[config.mk]
export PLATFORM = sky130hd
export DESIGN_NAME = pci_master_initiator
export DESIGN_NICKNAME = d
export VERILOG_FILES = /design/src/rtl/pci_pkg.sv /design/src/rtl/pci_wr_fifo.sv /design/src/rtl/pci_master_initiator.sv
export SDC_FILE = /design/constraint.sdc
export NUM_CORES = 1
export LEC_CHECK = 0
export ABC_AREA = 1
export CORE_MARGIN = 1.5
export CORE_UTILIZATION = 56
export DETAILED_ROUTE_END_ITERATION = 10
export GPL_TIMING_DRIVEN = 0
export PLACE_DENSITY = 0.83
export SYNTH_ARGS = -nofsm -noshare
export SYNTH_HDL_FRONTEND = slang
export SYNTH_HIERARCHICAL = 1
export SYNTH_SLANG_ARGS = --single-unit
[constraint.sdc]
create_clock -name clk -period 6 [get_ports clk]
set_input_delay 0.9 -clock clk [delete_from_list [all_inputs] [get_ports clk]]
set_output_delay 0.9 -clock clk [all_outputs]
set_load 0.05 [all_outputs]
[src/rtl/pci_pkg.sv]
// pci_pkg: shared PCI command codes, byte-enable constant and initiator FSM states
package pci_pkg;
  localparam logic [3:0] CMD_MEM_READ  = 4'b0110;
  localparam logic [3:0] CMD_MEM_WRITE = 4'b0111;
  localparam logic [3:0] BE_ALL        = 4'b0000;
  typedef enum logic [1:0] {IDLE, ADDR, DATA, TURN} state_t;
endpackage

[src/rtl/pci_wr_fifo.sv]
// pci_wr_fifo: shift-register write buffer, head always at slot 0
module pci_wr_fifo #(
  parameter int DEPTH = 4
) (
  input  logic        clk,
  input  logic        rst,
  input  logic        push,
  input  logic        pop,
  input  logic        flush,
  input  logic [31:0] din,
  output logic [31:0] dout,
  output logic [2:0]  count
);
  logic [31:0] r_mem [DEPTH];
  logic [2:0]  r_count;
  logic        w_push_ok;
  assign w_push_ok = push && (r_count < 3'(DEPTH));
  assign dout = r_mem[0];
  assign count = r_count;
  // occupancy: flush/reset empty it, pop has priority over push
  always_ff @(posedge clk) begin
    if (rst || flush) r_count <= '0;
    else if (pop && r_count != 0) r_count <= r_count - 3'd1;
    else if (w_push_ok) r_count <= r_count + 3'd1;
  end
  // storage: pop shifts toward the head, push fills the first empty slot
  always_ff @(posedge clk) begin
    if (pop) begin
      for (int i = 0; i < DEPTH - 1; i++) r_mem[i] <= r_mem[i+1];
    end else if (w_push_ok) begin
      for (int i = 0; i < DEPTH; i++) if (r_count == 3'(i)) r_mem[i] <= din;
    end
  end
endmodule

[src/rtl/pci_master_initiator.sv]
// pci_master_initiator: PCI bus master for 1..MAX_LEN phase memory reads/writes
module pci_master_initiator
  import pci_pkg::*;
#(
  parameter int ABORT_LIMIT = 4,
  parameter int MAX_LEN     = 4
) (
  input  logic        clk,
  input  logic        rst,
  input  logic        start,
  input  logic        rw,
  input  logic [31:0] addr,
  input  logic [2:0]  len,
  input  logic        wr_push,
  input  logic [31:0] wr_data,
  output logic        busy,
  output logic        done,
  output logic        error,
  output logic        rd_valid,
  output logic [31:0] rd_data,
  output logic [2:0]  wr_count,
  output logic [31:0] ad_out,
  output logic        ad_oe,
  input  logic [31:0] ad_in,
  output logic [3:0]  cbe_n,
  output logic        frame_n,
  output logic        irdy_n,
  input  logic        devsel_n,
  input  logic        trdy_n
);
  localparam int AW = $clog2(ABORT_LIMIT + 1);
  state_t        r_state, w_next;
  logic [31:0]   r_addr, r_rd_data, w_head;
  logic [2:0]    r_len, r_idx, w_len;
  logic [AW-1:0] r_wait;
  logic          r_rw, r_dev, r_abort, r_rej, r_rd_valid;
  logic          w_idle, w_accept, w_reject, w_xfer, w_last, w_abort;
  assign w_idle   = r_state == IDLE;
  assign w_len    = (len == 3'd0) ? 3'd1 : (len > 3'(MAX_LEN)) ? 3'(MAX_LEN) : len;
  assign w_reject = start && w_idle && rw && (wr_count < w_len);
  assign w_accept = start && w_idle && !w_reject;
  assign w_xfer   = (r_state == DATA) && !devsel_n && !trdy_n;
  assign w_last   = r_idx == r_len - 3'd1;
  assign w_abort  = (r_state == DATA) && !r_dev && devsel_n && (r_wait == AW'(ABORT_LIMIT - 1));
  assign busy     = !w_idle;
  assign done     = (r_state == TURN) && !r_abort;
  assign error    = ((r_state == TURN) && r_abort) || r_rej;
  assign rd_valid = r_rd_valid;
  assign rd_data  = r_rd_data;
  pci_wr_fifo #(.DEPTH(MAX_LEN)) u_fifo (
    .clk(clk), .rst(rst), .push(wr_push && w_idle), .pop(w_xfer && r_rw),
    .flush(r_state == TURN), .din(wr_data), .dout(w_head), .count(wr_count)
  );
  // state register
  always_ff @(posedge clk) begin
    if (rst) r_state <= IDLE;
    else r_state <= w_next;
  end
  // next state and bus drive, held unchanged across wait states
  always_comb begin
    w_next = (r_state == IDLE) ? (w_accept ? ADDR : IDLE) :
             (r_state == ADDR) ? DATA :
             (r_state == DATA) ? (((w_xfer && w_last) || w_abort) ? TURN : DATA) : IDLE;
    frame_n = 1'b1;
    irdy_n  = 1'b1;
    ad_oe   = 1'b0;
    ad_out  = '0;
    cbe_n   = 4'hF;
    if (r_state == ADDR) begin
      frame_n = 1'b0;
      ad_oe   = 1'b1;
      ad_out  = r_addr;
      cbe_n   = r_rw ? CMD_MEM_WRITE : CMD_MEM_READ;
    end
    if (r_state == DATA) begin
      frame_n = w_last;
      irdy_n  = 1'b0;
      cbe_n   = BE_ALL;
      ad_oe   = r_rw;
      ad_out  = r_rw ? w_head : '0;
    end
  end
  // transaction context, phase index, DEVSEL watchdog and read capture
  always_ff @(posedge clk) begin
    if (rst) begin
      r_addr     <= '0;
      r_rw       <= 1'b0;
      r_len      <= 3'd1;
      r_idx      <= '0;
      r_wait     <= '0;
      r_dev      <= 1'b0;
      r_abort    <= 1'b0;
      r_rej      <= 1'b0;
      r_rd_valid <= 1'b0;
      r_rd_data  <= '0;
    end else begin
      r_rej      <= w_reject;
      r_rd_valid <= w_xfer && !r_rw;
      if (w_xfer && !r_rw) r_rd_data <= ad_in;
      if (w_accept) begin
        r_addr  <= addr;
        r_rw    <= rw;
        r_len   <= w_len;
        r_idx   <= '0;
        r_wait  <= '0;
        r_dev   <= 1'b0;
        r_abort <= 1'b0;
      end else if (r_state == DATA) begin
        if (w_xfer) r_idx <= r_idx + 3'd1;
        if (!devsel_n) r_dev <= 1'b1;
        else if (!r_dev) r_wait <= r_wait + AW'(1);
        if (w_abort) r_abort <= 1'b1;
      end
    end
  end
endmodule
==> Flow_metrics.wiki, run 1 <==
{| class="wikitable"
! Metric !! Value
|-
| Effective utilization at floorplan || 0.5688
|-
| GP Congestion || 0.8740
|-
| Global-route congestion overflow total || 0
|-
| Count of cells along the worst register-to-register path || 13
|-
| Clk sink count || 211
|-
| Count of instances resized after the clock tree is built || 0
|-
| Number of enable-type register cells in the synthesized netlist || roughly 130
|-
| Mean area per synthesized cell || 9.870 µm²
|-
| Biggest area consumer among synthesized cells || sky130_fd_sc_hd__edfxtp_1
|-
| Routed via count divided by cell count || 5.480
|-
| Critical path arrival || 2.96 ns
|-
| Cell row count || 47
|-
| Wire length reported by the detailed router || 23410 µm
|-
| Clk Tree Root Cell || sky130_fd_sc_hd__clkbuf_16
|-
| Crit-path most repeated cell || sky130_fd_sc_hd__inv_1
|-
| Final number of max-transition violations || 0
|-
| Unrepaired setup endpoints after global routing || no
|-
| Top-area cell type share of the netlist area || 0.4104
|-
| CP max FO || 10
|-
| Leakage power || about 5 nW
|-
| Net count after synthesis || 1071
|-
| Critical-path top delay cell || sky130_fd_sc_hd__clkdlybuf4s50_1
|-
| Max-cap violations || 0
|-
| Number of top-level design ports || 184
|-
| Post-DRT Antenna Nets || 0
|-
| Share of synthesized registers carrying an async set or reset || 0
|-
| Clk buf depth || 3
|-
| Wire length per cell || between 15 and 20 µm
|-
| Setup fix buffers added after clock tree synthesis || 0
|-
| Post-Syn Area || 9366 µm²
|-
| Count of synthesis-stage warnings from yosys || 6
|-
| Routed length on met3 || 1667 µm
|-
| Clock insertion delay at the later pin of the skew report || ~0.5 ns
|-
| Startpoint type of the worst setup path || register
|-
| Critical path endpoint category || output port
|-
| Uppermost metal layer occupied by signal nets || met4
|-
| Via count of the first global-routing pass || between 7000 and 8000
|-
| Top-count cell post-synth || sky130_fd_sc_hd__nand2_1
|-
| Iteration count of the initial detailed-routing pass || 7
|-
| Largest net degree at the start of global routing || 33
|-
| TritonCTS clock tree || yes
|-
| Worst Hold Path Cells || 2
|-
| Worst slack at placement || 1.691 ns
|-
| Area of the die || 17510 µm²
|-
| Count of hold buffers inserted by post-cts repair || 0
|-
| Worst clock skew on the final layout || around 0.014 ns
|-
| Sequence of cells on the critical path || inv_1 > ha_1 > buf_6 > inv_4 > nand2_1 > inv_1 > buf_2 > a32o_1 > clkdlybuf4s50_1
|-
| Die width || 132.3 µm
|-
| Sequential cell area in the final layout || 5505 µm²
|-
| Global-route wire length before repair || 37200 µm
|-
| Core utilization of the finished layout || 0.7432
|-
| Peak ir drop on the vdd network || approximately 260 µV
|-
| R2R Setup Slk || around 2.9 ns
|-
| Class of the most critical hold timing path || register to register
|-
| Stage delay of the slowest cell on the critical path || 0.85 ns
|-
| Number of fill cells || roughly 1200
|-
| Count of different cell masters after synthesis || 36
|-
| Area of the core || 16470 µm²
|-
| List of most frequent post-synthesis cells || 181 x sky130_fd_sc_hd__nand2_1, 136 x sky130_fd_sc_hd__nand3_1, 128 x sky130_fd_sc_hd__edfxtp_1, 112 x sky130_fd_sc_hd__nor2_1, 83 x sky130_fd_sc_hd__dfxtp_1
|-
| Hold Fails Final Rpt || 0
|-
| Fmax || around 0.26 GHz
|-
| Worst path required time || just over 5 ns
|-
| Least setup slack across all paths after layout || 2.136 ns
|-
| Layout cell share with drive strength beyond 1 || 0.1057
|-
| Clock transition at the registers of the reported paths || 0.06 ns
|-
| Critical register-to-register path endpoint || u_fifo/r_mem[1][22]$_DFFE_PP_
|-
| Top_reg_cell synth || sky130_fd_sc_hd__edfxtp_1
|-
| Total number of H-tree levels || 1
|-
| Number of port buffers || 183
|-
| Setup Viol. Count Final || 0
|-
| Share of the clock period used by the worst path || 0.6440
|-
| Footprint of the multi-input gates || 3178 µm²
|-
| Clock buffer count from CTS || 22
|-
| Combined global-route utilization of all metal layers || 0.2663
|-
| Crit Reg-Reg Startpoint || r_state[0]$_SDFF_PP0_
|-
| Minimum clock period || 3.864 ns
|-
| Drc violations || 0
|-
| Total vias in the final route || 7633
|-
| Area contributors post-synth || sky130_fd_sc_hd__edfxtp_1 41%, sky130_fd_sc_hd__dfxtp_1 18%, sky130_fd_sc_hd__nand3_1 7.3%, sky130_fd_sc_hd__nand2_1 7.3%, sky130_fd_sc_hd__nor2_1 4.5%
|-
| M1 WL || 9190 µm
|-
| Tightest Pin Transition || ~0.99 ns
|-
| Met2 routed wirelength || 11670 µm
|-
| DRC violation total after the first TritonRoute iteration || 700
|-
| Synth Instances || 949
|-
| Sum of negative setup slack || 0 ns
|-
| Synth-to-Final Area Change || 30.66%
|-
| Fraction of the yosys area taken by sequential cells || 0.5878
|-
| Startpoint of the tightest hold check path || r_wait[2]$_SDFFE_PP0P_
|-
| Die height || around 130 µm
|-
| Status || finished, final reports clean
|-
| Antenna violations before repair || 0
|-
| Worst hold path endpoint || r_wait[2]$_SDFFE_PP0P_
|-
| HPWL after detailed placement || approximately 17000 µm
|-
| Number of nets in the layout || 1280
|-
| Flip-flop and latch count after synthesis || 211
|-
| Headroom to the max-slew limit || 0.3391
|-
| Total power divided by cell area || a little under 300 nW/µm²
|-
| Antenna fix cells || 0
|-
| Critical path type || register to output port
|}
per-layer routing:
metal  vias to the layer above  track usage
li1                       3649            -
met1                      3565       0.3327
met2                       360       0.4683
met3                        59      0.03998
met4                         0       0.1013
met5                         -     0.005556
per-stage QoR:
step	instances	power, mW	cell area, µm²	hold WS, ns
finish	1393	3.600	12240	0.4610
CTS	1391	3.606	12180	0.4615
global route	1393	3.743	12240	0.4977
detailed placement	1352	2.317	11490	0.4519
floorplan	949	2.100	9366	0.4392
global placement	1352	2.293	11470	0.4475
worst max-delay path by stage:
stage / startpoint / endpoint / slack (ns) / cells after the start
floorplan: u_fifo/count[0]$_SDFFE_PP0P_ / u_fifo/r_mem[0][0]$_DFFE_PP_ / 2.09 / 5
global placement: wr_push / u_fifo/r_mem[0][19]$_DFFE_PP_ / 0.84 / 5
detailed placement: devsel_n / u_fifo/r_mem[1][18]$_DFFE_PP_ / 1.69 / 11
CTS: r_state[0]$_SDFF_PP0_ / ad_out[0] / 2.15 / 9
global route: r_state[0]$_SDFF_PP0_ / ad_out[0] / 2.05 / 9
finish: r_state[0]$_SDFF_PP0_ / ad_out[0] / 2.14 / 9
worst max-delay path: cells and delay by family (launching register included):
family                   cells  cell delay, ns
adder cells (fa/ha/maj)      1            0.20
AND/OR/NAND/NOR              1            0.06
flip-flops                   1            0.37
buffers and inverters        6            1.62
AO/OA/AOI/OAI                1            0.21
power breakdown:
group          total [mW]  internal (mW)  switching [mW]
clock                1.30          0.754           0.543
sequential           1.69           1.65          0.0373
combinational       0.615          0.238           0.376
kinds of logic after synthesis:
kind of cell    share of synthesized area
compound gates                    0.08229
flops                              0.5878
simple gates                       0.2318
fa+ha+maj                         0.02137
xor+xnor                         0.001870
buf+inv                           0.07494
sequential cells by signal, summed over array words and instances (netlist names):
signal,cells
r_wait,3
r_addr,32
r_rej,1
r_abort,1
u_fifo/r_mem,128
rd_data,32
r_idx,3
r_len,3
r_state,2
rd_valid,1
r_rw,1
r_dev,1
u_fifo/count,3
layout make-up:
type                    count  share of cell area
multi-input cells         604              0.2597
repair buffers            185              0.1542
well taps                 220             0.02249
plain buffers              63             0.03527
clock buffers              29             0.04959
flip-flops and latches    211              0.4499
clock inverters            10            0.006850
inverters                  71             0.02208
layout by cell type (no fill, tap or decap), types with 4 or more instances in the layout:
cell type                           n
sky130_fd_sc_hd__clkbuf_1          18
sky130_fd_sc_hd__nand2_1          181
sky130_fd_sc_hd__nor2_1           111
sky130_fd_sc_hd__ha_1              16
sky130_fd_sc_hd__o21ai_0           35
sky130_fd_sc_hd__inv_2              4
sky130_fd_sc_hd__nand3_1          136
sky130_fd_sc_hd__dfxtp_1           83
sky130_fd_sc_hd__nand2_4           21
sky130_fd_sc_hd__a21oi_1           47
sky130_fd_sc_hd__inv_1             65
sky130_fd_sc_hd__edfxtp_1         128
sky130_fd_sc_hd__clkbuf_16         22
sky130_fd_sc_hd__a32o_1            32
sky130_fd_sc_hd__buf_6             14
sky130_fd_sc_hd__clkinv_1           4
sky130_fd_sc_hd__clkdlybuf4s50_1  183
sky130_fd_sc_hd__buf_2             22
sky130_fd_sc_hd__clkinv_2           4
sky130_fd_sc_hd__buf_4              7
sky130_fd_sc_hd__nand2_2            5
(Power assumes the default switching activity.)
==> run 2, diff against run 1 <==
--- a/config.mk
+++ b/config.mk
@@ -7,10 +7,10 @@
 export LEC_CHECK = 0
 export ABC_AREA = 1
 export CORE_MARGIN = 1.5
-export CORE_UTILIZATION = 56
+export CORE_UTILIZATION = 47
 export DETAILED_ROUTE_END_ITERATION = 10
 export GPL_TIMING_DRIVEN = 0
-export PLACE_DENSITY = 0.83
+export PLACE_DENSITY = 0.74
 export SYNTH_ARGS = -nofsm -noshare
 export SYNTH_HDL_FRONTEND = slang
 export SYNTH_HIERARCHICAL = 1
==> constraint.sdc (replaced) <==
create_clock -name clk -period 3.2 [get_ports clk]
set_input_delay 0.48 -clock clk [delete_from_list [all_inputs] [get_ports clk]]
set_output_delay 0.48 -clock clk [all_outputs]
set_load 0.05 [all_outputs]
==> run 2 against run 1 <==
Effect of this change: hold slack worse by 0.0053 ns; count of clock-buffer cells in the layout down 1; register-to-register slack worse by 2.5 ns; cell count up 3.2%; via count down 3.7%; first-iteration DRC count down 37%; clock skew up 0.0045 ns; core utilization down 12 points; sequential power up 88%; largest power group unchanged; critical path depth unchanged; largest cell class unchanged.
==> Flow_metrics.wiki, run 2 (synthesis results as in run 1) <==
{| class="wikitable"
! Metric !! Value
|-
| Part of the power in combinational logic || 0.163 (-0.008)
|-
| Wire length per cell || 15.99 µm (-4.8%)
|-
| Number of port buffers || 183 (unchanged)
|-
| Highest-utilization routing layer at the global route stage || met2
|-
| Effective utilization at floorplan || 0.4797 (-0.08916)
|-
| Via count of the first global-routing pass || 6898 (-5.5%)
|-
| Antenna violations before repair || 0 (unchanged)
|-
| Largest net degree at the start of global routing || 33 (unchanged)
|-
| Die width || 144.2 µm (+8.9%)
|-
| Routed via count divided by cell count || 5.116 (-6.6%)
|-
| Area of the core || 19530 µm² (+19%)
|-
| Hold Fails Final Rpt || 0 (unchanged)
|-
| HPWL after detailed placement || 17320 µm (+1.9%)
|-
| Startpoint type of the worst setup path || register
|-
| Global Route met2 Usage || 0.3828 (-0.08552)
|-
| CP max FO || 10 (unchanged)
|-
| Most frequent cells in the layout || 179 x sky130_fd_sc_hd__nand2_1, 150 x sky130_fd_sc_hd__clkdlybuf4s50_1, 136 x sky130_fd_sc_hd__nand3_1
|-
| Global-route congestion overflow total || 0 (unchanged)
|-
| Leakage power || 5.179 nW (+2.0%)
|-
| Synth-to-Final Area Change || 30.48%
|-
| GR Layer Usage met3 || 0.03079 (-0.009190)
|-
| Most flop-heavy register || u_fifo/r_mem
|-
| DRC violation total after the first TritonRoute iteration || 443 (-37%)
|-
| Critical path endpoint category || output port
|-
| Grt met1 use || 0.2714 (-0.06132)
|-
| Cell row count || 51 (+8.5%)
|-
| Clk sink count || 211 (unchanged)
|-
| Critical path arrival || 2.58 ns (-0.38 ns)
|-
| Final number of max-transition violations || 0 (unchanged)
|-
| Tightest Pin Transition || 0.9637 ns (-0.02523 ns)
|-
| Global-route wire length before repair || 34840 µm (-6.3%)
|-
| Antenna fix cells || 0 (unchanged)
|-
| Fin cells || 1437 (+3.2%)
|-
| Max-cap violations || 0 (unchanged)
|-
| Clk Tree Root Cell || sky130_fd_sc_hd__clkbuf_16
|-
| Clock power frac || 0.375 (+0.015)
|-
| Area of the die || 20790 µm² (+19%)
|-
| Clock transition at the registers of the reported paths || 0.06 ns (about the same)
|-
| Total net switching power || 1.806 mW (+89%)
|-
| Cell count after placement || 1397 (+3.3%)
|-
| Total vias in the final route || 7351 (-3.7%)
|-
| Total number of H-tree levels || 1 (unchanged)
|-
| Startpoint of the tightest hold check path || r_wait[2]$_SDFFE_PP0P_
|-
| Worst slack at placement || -0.6465 ns (-2.338 ns)
|-
| CP Launch Point || r_state[0]$_SDFF_PP0_
|-
| Setup Viol. Count Final || 0 (unchanged)
|-
| Worst clock skew on the final layout || 0.01800 ns (+0.004500 ns)
|-
| Total Power Consumption || 6.853 mW (+90%)
|-
| Least setup slack across all paths after layout || 0.1358 ns (-2.000 ns)
|-
| Peak ir drop on the vdd network || 411.7 µV (+60%)
|-
| Number of nets in the layout || 1279 (-0.078%)
|-
| Unrepaired setup endpoints after global routing || no
|-
| Cell-internal power || 5.046 mW (+91%)
|-
| Clock insertion delay at the later pin of the skew report || 0.51 ns (about the same)
|-
| Headroom to the max-slew limit || 0.3560 (+0.01686)
|-
| Largest register FFs || 128 (unchanged)
|-
| Class of the most critical hold timing path || register to register
|-
| Minimum clock period || 3.064 ns
|-
| Share of the clock period used by the worst path || 0.9576
|-
| GP Congestion || 0.8017 (-8.3%)
|-
| Total power divided by cell area || 560.7 nW/µm² (+91%)
|-
| Setup fix buffers added after clock tree synthesis || 0 (unchanged)
|-
| Most common cell after layout, fill and taps aside || sky130_fd_sc_hd__nand2_1
|-
| Sw Ratio || 0.2636 (-0.002008)
|-
| Drc violations || 0 (unchanged)
|-
| Core utilization of the finished layout || 0.6259 (-0.1173)
|-
| Wire length reported by the detailed router || 22980 µm (-1.8%)
|-
| Clock buffer count from CTS || 23 (+4.5%)
|-
| Layout cell share with drive strength beyond 1 || 0.1203 (+0.01460)
|-
| Number of top-level design ports || 184 (unchanged)
|-
| Combined global-route utilization of all metal layers || 0.2165 (-0.04985)
|-
| Crit Reg-Reg Startpoint || r_state[0]$_SDFF_PP0_
|-
| Min Hold Slack || 0.4556 ns (-0.005347 ns)
|-
| Register share of total power || 0.462 (-0.007)
|-
| Worst path required time || 2.72 ns (-2.38 ns)
|-
| Iteration count of the initial detailed-routing pass || 5 (-2)
|-
| Fmax || around 0.33 GHz
|-
| Post-DRT Antenna Nets || 0 (unchanged)
|-
| Die height || 144.2 µm (+8.9%)
|-
| Critical path type || register to output port
|-
| Status || finished, final reports clean
|-
| TritonCTS clock tree || yes
|-
| Clk buf depth || 3 (unchanged)
|}
==> run 2: cell types whose count changed in the layout (fill, tap and decap cells not counted), moves of 3 or more <==
cell,change
sky130_fd_sc_hd__clkinv_2,+4
sky130_fd_sc_hd__clkdlybuf4s15_1,+13
sky130_fd_sc_hd__dlymetal6s2s_1,+3
sky130_fd_sc_hd__dlygate4sd2_1,+4
sky130_fd_sc_hd__clkdlybuf4s50_1,-33
sky130_fd_sc_hd__clkbuf_2,+13
==> run 2: layer usage <==
metal  routed length [µm]  vias to the layer above  part of all wire
met4                  730                        0             0.032
li1                     -                     3642                 -
met1                 9764                     3415              0.42
met3                 1373                       48             0.060
met2                11110                      246              0.48
met5                    0                        -                 0
==> run 2: critical path, cell delays in order (launching register included) <==
cell                              delay [ns]
sky130_fd_sc_hd__dfxtp_1                0.37
sky130_fd_sc_hd__inv_1                  0.08
sky130_fd_sc_hd__ha_1                   0.20
sky130_fd_sc_hd__buf_6                  0.15
sky130_fd_sc_hd__inv_4                  0.09
sky130_fd_sc_hd__nand2_1                0.07
sky130_fd_sc_hd__inv_1                  0.17
sky130_fd_sc_hd__buf_2                  0.25
sky130_fd_sc_hd__a32o_1                 0.19
sky130_fd_sc_hd__clkdlybuf4s15_1        0.52
==> run 2: power groups by stage <==
stage / Sequential [mW] / Combinational (mW) / Clock [mW]
detailed placement: 3.22 / 1.13 / 0
finish: 3.17 / 1.12 / 2.57
floorplan: 3.22 / 0.720 / 0
CTS: 3.17 / 1.12 / 2.61
global placement: 3.22 / 1.09 / 0
global route: 3.18 / 1.23 / 2.70
==> run 2: worst paths after layout <==
check                                                     end  slack [ns]  cells after the start
worst max-delay path                               ad_out[13]        0.14                      9
worst min-delay path                   r_wait[2]$_SDFFE_PP0P_        0.46                      2
worst max register to register  u_fifo/r_mem[1][22]$_DFFE_PP_        0.39                     12
worst min register to register         r_wait[2]$_SDFFE_PP0P_        0.46                      2
==> run 2: final cells by class <==
| type | count | area, µm² |
|---|---|---|
| Tap cell | 265 | 331.6 |
| Sequential cell | 211 | 5505 |
| Buffer | 63 | 431.7 |
| Timing Repair Buffer | 183 | 1769 |
| Clock buffer | 28 | 614.3 |
| Fill cell | 1662 | 7305 |
| Clock inverter | 12 | 111.4 |
| Inverter | 71 | 270.3 |
| Multi-Input combinational cell | 604 | 3188 |
==> run 2: timing repair <==
item / in CTS / in global routing
setup endpoints to repair: 62 / 61
resized for setup: 31 / 43
hold buffers: 0 / 0
endpoints found under the hold margin: 0 / 0
pin swaps: 0 / 0
==> run 2: per-stage QoR <==
step / area (µm²) / TNS [ns]
5_1_grt: 12220 / 0
3_5_place_dp: 11550 / -28.10
3_3_place_gp: 11530 / -69.66
2_1_floorplan: 9366 / 0
4_1_cts: 12240 / 0
6_report: 12220 / 0
==> run 3, diff against run 2 <==
--- a/config.mk
+++ b/config.mk
@@ -11,6 +11,7 @@
 export DETAILED_ROUTE_END_ITERATION = 10
 export GPL_TIMING_DRIVEN = 0
 export PLACE_DENSITY = 0.74
+export SLEW_MARGIN = 20
 export SYNTH_ARGS = -nofsm -noshare
 export SYNTH_HDL_FRONTEND = slang
 export SYNTH_HIERARCHICAL = 1
==> constraint.sdc (replaced) <==
create_clock -name clk -period 2.49 [get_ports clk]
set_input_delay 0.3735 -clock clk [delete_from_list [all_inputs] [get_ports clk]]
set_output_delay 0.3735 -clock clk [all_outputs]
set_load 0.05 [all_outputs]
==> run 3 against run 2 <==
Effect of this change: cell count rose by 0.77%; global-route usage increased by 0.39 points; final area is 2.1% higher; register-to-register slack got worse by 0.27 ns; largest cell class unchanged; highest routed layer unchanged.
==> Flow_metrics.wiki, run 3 (synthesis results as in run 1) <==
{| class="wikitable"
! Metric !! Value
|-
| Status || finished, final reports clean
|-
| Tightest Pin Transition || 0.8032 ns (-0.1605 ns)
|-
| Total number of H-tree levels || 1 (unchanged)
|-
| Total Power Consumption || 8.618 mW (+26%)
|-
| GP Congestion || 0.8428 (+5.1%)
|-
| Count of hold buffers inserted by post-cts repair || 0 (unchanged)
|-
| Global-route congestion overflow total || 0 (unchanged)
|-
| Sum of negative setup slack || 0 ns (unchanged)
|-
| Largest register FFs || 128 (unchanged)
|-
| CP max FO || 10 (unchanged)
|-
| Wire length per cell || 16.22 µm (+1.4%)
|-
| Core utilization of the finished layout || 0.6390 (+0.01307)
|-
| Area of the core || 19530 µm² (unchanged)
|-
| Crit-path most repeated cell || sky130_fd_sc_hd__buf_6
|-
| Area of the die || 20790 µm² (unchanged)
|-
| Iteration count of the initial detailed-routing pass || 5 (unchanged)
|-
| DRC violation total after the first TritonRoute iteration || 419 (-5.4%)
|-
| Total vias in the final route || 7416 (+0.88%)
|-
| Cell row count || 51 (unchanged)
|-
| Total power divided by cell area || 690.7 nW/µm² (+23%)
|-
| Die height || 144.2 µm (unchanged)
|-
| Worst slack at placement || -0.9082 ns (-0.2618 ns)
|-
| Wire length reported by the detailed router || 23490 µm (+2.2%)
|-
| Synth-to-Final Area Change || 33.21%
|-
| Cell count after placement || 1399 (+0.14%)
|-
| Least setup slack across all paths after layout || 0.06381 ns (-0.07199 ns)
|-
| TritonCTS clock tree || yes
|-
| Antenna fix cells || 0 (unchanged)
|-
| Drc violations || 0 (unchanged)
|-
| Stage delay of the slowest cell on the critical path || 0.34 ns (-0.18 ns)
|-
| Clock buffer count from CTS || 23 (unchanged)
|-
| Layout cell share with drive strength beyond 1 || 0.1640 (+0.04368)
|-
| Min Hold Slack || 0.4586 ns (+0.002933 ns)
|-
| Max-cap violations || 0 (unchanged)
|-
| Routed via count divided by cell count || 5.122 (+0.12%)
|-
| Leakage power || 5.383 nW (+3.9%)
|-
| Final number of max-transition violations || 0 (unchanged)
|-
| Antenna violations before repair || 0 (unchanged)
|-
| Class of the most critical hold timing path || primary input to register
|-
| Critical-path top delay cell || sky130_fd_sc_hd__dfxtp_2
|-
| Unrepaired setup endpoints after global routing || no
|-
| Most flop-heavy register || u_fifo/r_mem
|-
| Sequence of cells on the critical path || inv_1 > ha_1 > buf_6 > buf_4 > buf_2 > a32o_2 > buf_6
|-
| Critical path endpoint category || output port
|-
| Clk buf depth || 3 (unchanged)
|-
| Fin cells || 1448 (+0.77%)
|-
| Number of port buffers || 183 (unchanged)
|-
| HPWL after detailed placement || 17480 µm (+0.98%)
|-
| Most common cell after layout, fill and taps aside || sky130_fd_sc_hd__nand2_1
|-
| Via count of the first global-routing pass || 6911 (+0.19%)
|-
| Die width || 144.2 µm (unchanged)
|-
| Clk Tree Root Cell || sky130_fd_sc_hd__clkbuf_16
|-
| Number of top-level design ports || 184 (unchanged)
|-
| Minimum clock period || 2.426 ns
|-
| Combined global-route utilization of all metal layers || 0.2203 (+0.003863)
|-
| Non-Filler Cell Area, Final || 12480 µm² (+2.1%)
|-
| Crit path max-delay family || buffers and inverters
|-
| Share of the clock period used by the worst path || 0.9744
|-
| Fmax || slightly above 0.4 GHz
|-
| Clock insertion delay at the later pin of the skew report || 0.50 ns (about the same)
|-
| Critical path type || register to output port
|-
| Most frequent cells in the layout || 177 x sky130_fd_sc_hd__nand2_1, 141 x sky130_fd_sc_hd__clkdlybuf4s50_1, 136 x sky130_fd_sc_hd__nand3_1
|-
| Peak ir drop on the vdd network || 536.7 µV (+30%)
|-
| Critical path arrival || 2.05 ns (-0.53 ns)
|-
| Headroom to the max-slew limit || 0.4626 (+0.1066)
|-
| Worst path required time || 2.12 ns (-0.60 ns)
|-
| Buffers & Inverters on Critical Path || 5 (-1)
|-
| Post-DRT Antenna Nets || 0 (unchanged)
|-
| Hold Fails Final Rpt || 0 (unchanged)
|-
| Setup Viol. Count Final || 0 (unchanged)
|-
| Clk sink count || 211 (unchanged)
|-
| Number of nets in the layout || 1291 (+0.94%)
|-
| Worst clock skew on the final layout || 0.01097 ns (-0.007035 ns)
|-
| Placed cell areas || 11610 µm² (+0.52%)
|-
| Largest net degree at the start of global routing || 33 (unchanged)
|-
| Effective utilization at floorplan || 0.4797 (unchanged)
|-
| Clock transition at the registers of the reported paths || 0.06 ns (about the same)
|-
| Startpoint type of the worst setup path || register
|-
| Global-route wire length before repair || 35510 µm (+1.9%)
|}
run 3: cell count changes in the layout (fill, tap and decap cells not counted), sizes merged:
cell,previous run,this run
buf,46,90
clkdlybuf4s15,13,1
clkbuf,58,48
clkdlybuf4s50,150,141
bufinv,2,0
dlygate4sd2,4,3
dlymetal6s2s,3,4
run 3: final timing paths:
check | from | to | slack, ns | cells after the start
min reg2reg | r_wait[2]$_SDFFE_PP0P_ | r_wait[2]$_SDFFE_PP0P_ | 0.46 | 2
min | wr_data[25] | u_fifo/r_mem[3][25]$_DFFE_PP_ | 0.46 | 1
max | r_state[0]$_SDFF_PP0_ | ad_out[11] | 0.06 | 7
max reg2reg | r_state[0]$_SDFF_PP0_ | u_fifo/r_mem[0][25]$_DFFE_PP_ | 0.12 | 14
run 3: power breakdown:
group	internal, mW	switching [mW]	total (mW)
Sequential	3.98	0.0849	4.06
Combinational	0.614	0.916	1.53
Clock	1.72	1.30	3.02
run 3: per-layer routing:
layer	vias to the layer above	wire length, µm	global-route usage
met5	-	0	0
met4	0	718	0.07762
met3	49	1832	0.04172
met2	288	11540	0.3918
met1	3407	9394	0.2667
li1	3672	-	-
run 3: repair_timing:
| action | CTS | global route |
|---|---|---|
| gates cloned | 1 | 2 |
| pin swaps | 0 | 4 |
| gates resized for setup | 253 | 24 |
| setup buffers | 0 | 8 |
| setup endpoints to repair | 198 | 184 |
run 3: cell type report:
| cell class | instances | area (µm²) |
|---|---|---|
| fillers | 1596 | 7049 |
| flip-flops and latches | 211 | 5507 |
| multi-input cells | 604 | 3229 |
| repair buffers | 196 | 2018 |
| clock buffers | 29 | 608.1 |
| plain buffers | 62 | 455.4 |
| well taps | 265 | 331.6 |
| inverters | 71 | 277.8 |
| clock inverters | 10 | 50.05 |
run 3: worst register-to-register path, delay by kind of cell, from the launching register on:
family	cells	cell delay, ns
adder cells (fa/ha/maj)	1	0.16
buffers and inverters	5	0.63
flip-flops	1	0.33
AND/OR/NAND/NOR	8	1.00
